==> config.mk <==
export PLATFORM = sky130hd
export DESIGN_NAME = fibo_capture_flat
export DESIGN_NICKNAME = d
export VERILOG_FILES = /design/src/rtl/fibo_capture_if.sv /design/src/rtl/fibo_capture.sv /design/src/flat_wrapper.sv
export SDC_FILE = /design/constraint.sdc
export NUM_CORES = 1
export LEC_CHECK = 0
export CAP_MARGIN = 20
export CORE_UTILIZATION = 41
export DETAILED_ROUTE_END_ITERATION = 7
export HOLD_SLACK_MARGIN = 0.15
export SYNTH_ARGS = -nofsm -noshare
export SYNTH_HDL_FRONTEND = slang
export SYNTH_SLANG_ARGS = --single-unit
==> constraint.sdc <==
create_clock -name clk -period 2.9 [get_ports clk]
set_input_delay 0.58 -clock clk [delete_from_list [all_inputs] [get_ports clk]]
set_output_delay 0.58 -clock clk [all_outputs]
set_load 0.01 [all_outputs]
==> src/rtl/fibo_capture_if.sv <==
// fibo_capture_if: valid/ready term stream from the capture FIFO to its consumer.
//   out_data  : head-of-FIFO term (don't-care while out_valid is low)
//   out_wrap  : wrap flag of the head term
//   out_valid : FIFO not empty
//   out_ready : consumer accepts the head when high together with out_valid
// Modports: master = capture stage (drives the term), slave = consumer (drives ready).
interface fibo_capture_if;
  logic [7:0] out_data;
  logic       out_wrap;
  logic       out_valid;
  logic       out_ready;

  modport master (
    output out_data,
    output out_wrap,
    output out_valid,
    input  out_ready
  );

  modport slave (
    input  out_data,
    input  out_wrap,
    input  out_valid,
    output out_ready
  );
endinterface

==> src/rtl/fibo_capture.sv <==
// fibo_capture: capture stage behind the 8-bit Fibonacci generator.
// Drives the generator's hold input, stores one term per advancing cycle in a FIFO,
// flags terms whose 8-bit sum wrapped and presents them over a valid/ready stream.
//
// Ports:
//   clk      : clock, rising edge
//   rst      : asynchronous reset, active low
//   cap_en   : capture enable; 0 holds the generator
//   in_data  : generator output term
//   in_hold  : generator hold (1 holds, 0 advances)
//   term_cnt : terms accepted since reset, wraps modulo 2^CNT_W
//   out_if   : term stream to the consumer (master side)
//
// Optional feature: define FIBO_CAPTURE_WRAP_FLAG_EN to build the wrap detector and
// the extra storage bit. Without it out_wrap is tied to 0.
module fibo_capture #(
  parameter int unsigned DEPTH = 8,
  parameter int unsigned CNT_W = 16
) (
  input  logic                 clk,
  input  logic                 rst,
  input  logic                 cap_en,
  input  logic [7:0]           in_data,
  output logic                 in_hold,
  output logic [CNT_W-1:0]     term_cnt,
  fibo_capture_if.master       out_if
);

  localparam int unsigned AW = $clog2(DEPTH);
`ifdef FIBO_CAPTURE_WRAP_FLAG_EN
  localparam int unsigned SW = 9;
`else
  localparam int unsigned SW = 8;
`endif

  // Pointers carry one extra lap bit to tell full from empty.
  logic [AW:0]      wr_ptr_q, wr_ptr_d;
  logic [AW:0]      rd_ptr_q, rd_ptr_d;
  logic [CNT_W-1:0] term_cnt_q, term_cnt_d;
  logic [SW-1:0]    mem_q [DEPTH];
  logic [SW-1:0]    wr_entry;
  logic [SW-1:0]    rd_entry;

  logic full, empty, push, pop;

  assign empty = (wr_ptr_q == rd_ptr_q);
  assign full  = (wr_ptr_q[AW] != rd_ptr_q[AW]) &&
                 (wr_ptr_q[AW-1:0] == rd_ptr_q[AW-1:0]);

  // Hold depends only on registered full and cap_en: no path from out_ready, so a pop
  // from full frees the slot for the next cycle, not this one.
  assign in_hold = !cap_en || full;
  assign push    = !in_hold;
  assign pop     = !empty && out_if.out_ready;

`ifdef FIBO_CAPTURE_WRAP_FLAG_EN
  logic [7:0] prev_q, prev_d;
  logic       have_prev_q, have_prev_d;
  logic       wrap;

  // A decrease between consecutive captured terms means the 8-bit sum overflowed.
  assign wrap     = have_prev_q && (in_data < prev_q);
  assign wr_entry = {wrap, in_data};

  always_comb begin
    prev_d      = prev_q;
    have_prev_d = have_prev_q;
    if (push) begin
      prev_d      = in_data;
      have_prev_d = 1'b1;
    end
  end

  always_ff @(posedge clk or negedge rst) begin
    if (!rst) begin
      prev_q      <= 8'd0;
      have_prev_q <= 1'b0;
    end else begin
      prev_q      <= prev_d;
      have_prev_q <= have_prev_d;
    end
  end
`else
  assign wr_entry = in_data;
`endif

  always_comb begin
    wr_ptr_d   = wr_ptr_q;
    rd_ptr_d   = rd_ptr_q;
    term_cnt_d = term_cnt_q;
    if (push) begin
      wr_ptr_d   = wr_ptr_q + 1'b1;
      term_cnt_d = term_cnt_q + 1'b1;
    end
    if (pop) begin
      rd_ptr_d = rd_ptr_q + 1'b1;
    end
  end

  always_ff @(posedge clk or negedge rst) begin
    if (!rst) begin
      wr_ptr_q   <= '0;
      rd_ptr_q   <= '0;
      term_cnt_q <= '0;
    end else begin
      wr_ptr_q   <= wr_ptr_d;
      rd_ptr_q   <= rd_ptr_d;
      term_cnt_q <= term_cnt_d;
    end
  end

  // Storage needs no reset: contents are only observed behind valid pointers.
  always_ff @(posedge clk) begin
    if (push) begin
      mem_q[wr_ptr_q[AW-1:0]] <= wr_entry;
    end
  end

  assign rd_entry = mem_q[rd_ptr_q[AW-1:0]];

  always_comb begin
    out_if.out_data  = rd_entry[7:0];
`ifdef FIBO_CAPTURE_WRAP_FLAG_EN
    out_if.out_wrap  = rd_entry[8];
`else
    out_if.out_wrap  = 1'b0;
`endif
    out_if.out_valid = !empty;
  end

  assign term_cnt = term_cnt_q;

endmodule

==> src/flat_wrapper.sv <==
// flat-port wrapper written by rule: the top's interface ports become plain ports
module fibo_capture_flat 
#(
  parameter int unsigned DEPTH = 8,
  parameter int unsigned CNT_W = 16
)
  (clk, rst, cap_en, in_data, in_hold, term_cnt, out_if_out_data, out_if_out_wrap, out_if_out_valid, out_if_out_ready);
  fibo_capture_if out_if_i ();
  input  logic clk;
  input  logic rst;
  input  logic cap_en;
  input  logic [7:0] in_data;
  output logic in_hold;
  output logic [CNT_W-1:0] term_cnt;
  output wire logic [$bits(out_if_i.out_data)-1:0] out_if_out_data;
  output wire logic [$bits(out_if_i.out_wrap)-1:0] out_if_out_wrap;
  output wire logic [$bits(out_if_i.out_valid)-1:0] out_if_out_valid;
  input wire logic [$bits(out_if_i.out_ready)-1:0] out_if_out_ready;
  assign out_if_out_data = out_if_i.out_data;
  assign out_if_out_wrap = out_if_i.out_wrap;
  assign out_if_out_valid = out_if_i.out_valid;
  assign out_if_i.out_ready = out_if_out_ready;
  fibo_capture #(.DEPTH(DEPTH), .CNT_W(CNT_W)) u_core (.clk(clk), .rst(rst), .cap_en(cap_en), .in_data(in_data), .in_hold(in_hold), .term_cnt(term_cnt), .out_if(out_if_i));
endmodule
==> results.md <==
Layout:
- The layout net count is 286.
- From synthesis to final layout, the design area changed by 22.7%.
- Fill cells in the final layout number 729.
- The sequential cell area in the final layout is 2530 um2.
- The core occupancy in the finished layout is 52.4%.
- The area of the multi-input gates is 1200 um2.
- The post-layout instance count excluding filler cells is 384.
- The repair_antennas step left the layout with diodes totalling 0.
- The share of layout cells above drive strength 1 is 29.7%.

Yosys:
- Synthesis instantiated 38 different standard cells from the library.
- The number of nets handed over by synthesis was 227.
- The combinational family with the most area after synthesis is multiplexers.
- The synthesized netlist devotes 6.98% of its cell area to XOR and XNOR gates.
- A synthesized cell averages 17.8 um2.
- The synthesized netlist occupies a cell area of 3760 um2.
- The fraction of the mapped netlist area in adder cells is 0.997%.
- During synthesis, Yosys emitted a total of 0 warnings.
- The share of the synthesized area in compound gates (AO/OA/AOI/OAI) is 1.50%.
- In this run the biggest area consumer among cell types represents 51.0% of the synthesized area.
- After synthesis the netlist holds a flip-flop and latch count of 88.
- Counting every instance in the synthesized netlist gives 212.
- The sequential-to-total area share from yosys stat is 67.0%.
- The area fraction in and, or, nand and nor cells after synthesis is 8.24%.
- Ranked by total cell area, the synthesized netlist is headed by edfxtp_1 51%, dfrtp_1 16%, mux4_2 9.6%.
- The multiplexer share of the synthesized area is 13.1%.
- The biggest area contributor in the post-synthesis netlist is edfxtp_1.

Critical path:
- Traced cell by cell, the critical path runs through buf_4, mux4_2, mux2_2, clkdlybuf4s50_1.
- The critical register-to-register path endpoint is u_core.mem_q[5][7]$_DFFE_PP_.
- The largest individual stage delay along the critical path comes from the cell clkdlybuf4s50_1.
- The worst register-to-register path has a setup slack of 0.80 ns.
- In this run the critical register-to-register path is launched from u_core.rd_ptr_q[0]$_DFFE_PN0P_.
- The largest fanout on the critical path is 19.
- The delay of the slowest critical-path stage is 0.47 ns.
- STA puts the critical path data required time at 2.32 ns.
- The capturing element type of the critical path is a primary output.
- STA classifies the critical path startpoint as a flip-flop.
- The worst setup path is of the flip-flop to primary output kind.
- Measured in cells, the most critical reg-to-reg path has a length of 6.
- The worst path arrival time is 2.24 ns.

Placement:
- The placer's final routability congestion estimate is 0.731.
- Once placement completed, the tool counted placed cells totaling 366.
- Port buffering added 37 buffers.
- The HPWL after detailed placement is 4570 um.
- At the placement stage, the worst setup path has a slack of 0.355 ns.

Pwr:
- The net switching fraction of the power is 33.4%.
- The clock share of power is 19.0%.
- The portion of total power attributed to sequential cells is 41.0%.
- The total power of the final layout is 0.00450 W.
- In this run, the combinational gates consume 40.0% of the power.
- Cell internal power was estimated by the tool at 0.00300 W.
- The leakage power is 1.69 nW.
- The net switching power is 0.00150 W.
- The power density relative to cell area is 974 nW/um2.
- Across the VDD grid, the largest voltage drop is 405 uV.

Global route:
- The initial antenna violation count was 0.
- The via count of the first global-routing pass is 2082.
- After global routing the overflow that remains totals 0.
- Global routing used 15.7% of the available tracks across all layers.
- The first-pass GRT wire length is 11200 um.
- Entering global routing, the biggest net connects 25 pins.

Job:
- The number of maximum-capacitance constraint violations is 0.

Detailed routing:
- The antenna violation net count after detailed routing is 0.
- The post-detailed-routing wire length is 6860 um.
- The detailed router finished its first iteration with 90 violations.
- The first TritonRoute pass finished after 6 iterations.
- The post-detailed-route wirelength per cell is 17.9 um.
- The DRC violations left is 4.
- The final route contains 1971 vias.
- The routed via count divided by cell count is 5.13.

Timing:
- The highest attainable clock frequency is 355 MHz.
- The worst pin sits at a relative slew slack of 67.1%.
- The total count of max-transition violations in the final report is 0.
- For the pin with the worst max-slew slack, the measured transition is 0.490 ns.
- The ratio of final minimum period to clock period is 97.2%.
- The minimum setup slack in the final design is 0.0822 ns.
- Subtracting the final worst setup slack from the clock period gives 2.82 ns.
- The post-route clock skew is 0.00854 ns.
- Setup violations remaining at the end of the flow were counted as 0.
- In the final timing run, aggregate negative setup slack is 0 ns.
- Setup repair after global routing left no endpoint under its margin.
- The total count of hold-check failures in the final report was 0.

Clock network:
- The TritonCTS clock tree is built.
- The number of buffers inserted for hold repair after clock tree synthesis is 0.
- In this run, CTS created clock tree buffers numbering 9.
- The maximum level of the CTS H-tree is 3.
- The clock tree buffer depth is 2.
- The number of sinks driven by the clock tree is 88.
- The later-pin clock latency in the skew report is 0.36 ns.
- The clock input transition at the sequential cells of the worst setup and hold paths is 0.09 ns.
- The cell sitting at the root of the clock tree is a clkbuf_8.

Worst hold path:
- The startpoint of the worst hold path is u_core.term_cnt[15]$_DFFE_PN0N_.
- The cell count of the worst hold path is 1.
- The worst hold path terminates at u_core.term_cnt[15]$_DFFE_PN0N_.
- The type of the most critical hold path is flip-flop to flip-flop.

Floorplanning:
- The area of the core is 8810 um2.
- From left edge to right edge, the die measures 97.8 um.
- The placement row count is 34.
- 39 I/O pins were placed.
- The initial utilization of the core area, before any placement, comes to 42.8%.
- Measured along the y axis, the die boundary spans 97.8 um.
- The die outline area is 9570 um2.

Outcome:
- The flow ran to the end, but the final reports show violations.
- The final reports fail on DRC.
[power by group through the flow]
stage / Sequential (W) / Clock (W) / Combinational (W)
after global routing: 0.00188 / 0.000924 / 0.00195
after CTS: 0.00185 / 0.000882 / 0.00181
final: 0.00184 / 0.000855 / 0.00180
after floorplan: 0.00178 / 0 / 0.00118
after global placement: 0.00186 / 0 / 0.00176
after detailed placement: 0.00187 / 0 / 0.00178
[area by class of cell]
class	count	share of cell area (%)
Tap cell	108	2.93
Multi-Input combinational cell	110	26.0
Clock buffer	9	2.68
Inverter	4	0.325
Sequential cell	88	54.7
Timing Repair Buffer	58	11.7
Clock inverter	7	1.71
[worst max path at each step]
stage,endpoint,from,depth (start not counted),slack [ns]
6_report,out_if_out_data[6],u_core.rd_ptr_q[1]$_DFFE_PN0P_,4,0.08
3_3_place_gp,in_hold,u_core.rd_ptr_q[0]$_DFFE_PN0P_,4,0.36
4_1_cts,in_hold,u_core.wr_ptr_q[0]$_DFFE_PN0N_,3,0.02
3_5_place_dp,out_if_out_data[6],u_core.rd_ptr_q[0]$_DFFE_PN0P_,4,0.36
2_1_floorplan,u_core.mem_q[1][0]$_DFFE_PP_,u_core.rd_ptr_q[1]$_DFFE_PN0P_,5,0.49
5_1_grt,out_if_out_data[6],u_core.rd_ptr_q[1]$_DFFE_PN0P_,4,0.0005
[registers in the layout, indices dropped and copies added, names as in the netlist]
register         cells
u_core.rd_ptr_q      4
u_core.mem_q        64
u_core.wr_ptr_q      4
u_core.term_cnt     16
[stage by stage]
| stage | instance area [um2] | hold slack [ns] |
|---|---|---|
| after floorplan | 3760 | 0.284 |
| after global placement | 4390 | 0.461 |
| after detailed placement | 4390 | 0.461 |
| after CTS | 4600 | 0.476 |
| after global routing | 4620 | 0.507 |
| final | 4620 | 0.477 |
[cell usage after synthesis]
| master | instances |
|---|---|
| nor2_1 | 6 |
| and3b_2 | 1 |
| ha_1 | 3 |
| buf_6 | 2 |
| xnor2_1 | 6 |
| nor4_4 | 2 |
| o21ai_0 | 1 |
| nor3_2 | 1 |
| buf_4 | 2 |
| a211o_1 | 1 |
| inv_1 | 4 |
| buf_1 | 1 |
| nor3_1 | 11 |
| nand2_1 | 7 |
| nor4_1 | 5 |
| clkbuf_1 | 1 |
| a211o_2 | 1 |
| edfxtp_1 | 64 |
| dfrtp_1 | 24 |
| o21ai_2 | 1 |
| xor2_1 | 14 |
| xor2_4 | 2 |
| nor4b_1 | 3 |
| or3_4 | 1 |
| nand3_1 | 3 |
| xor2_2 | 1 |
| buf_2 | 4 |
| o41ai_2 | 1 |
| o211ai_1 | 1 |
| xnor2_2 | 1 |
| nand2b_1 | 1 |
| and4b_1 | 1 |
| mux2_4 | 2 |
| and3_1 | 1 |
| nand4_1 | 6 |
| mux4_2 | 16 |
| mux2_2 | 9 |
| conb_1 | 1 |
[cell usage in the layout, fill, tap and decap left out, types with 3 or more instances in the layout]
cell type        count
nand2_1              7
nand3_1              3
xnor2_1              6
nor2_1               6
xor2_1              14
clkbuf_8             9
mux4_2              16
buf_4               20
inv_1                4
ha_1                 3
mux2_2               9
edfxtp_1            64
clkdlybuf4s50_1     37
dfrtp_2              3
nand4_1              6
dfrtp_1             21
nor3_1              11
nor4_1               3
[metal layers]
| layer | vias up | global-route usage [%] | routed length, um |
|---|---|---|---|
| met4 | 0 | 7.69 | 115 |
| li1 | 936 | - | - |
| met1 | 999 | 22.1 | 3420 |
| met2 | 27 | 23.6 | 3150 |
| met3 | 9 | 3.01 | 168 |
| met5 | - | 0 | 0 |
[logic make-up after synthesis]
kind of cell,Yosys count
adder cells (fa/ha/maj),3
flip-flops,88
AO/OA/AOI/OAI,6
AND/OR/NAND/NOR,49
XOR/XNOR,24
other,1
buffers and inverters,14
multiplexers,27
[worst max-delay path, delay by kind of cell, from the launching register on]
kind | cells | cell delay (ns)
buf+inv | 2 | 0.78
flops | 1 | 0.46
mux | 2 | 0.64
[repair_timing]
action / in CTS / in global routing
setup buffers: 0 / 2
gates resized for setup: 2 / 2
setup endpoints to repair: 9 / 8
Note: power is estimated with default switching activity, not from simulation.
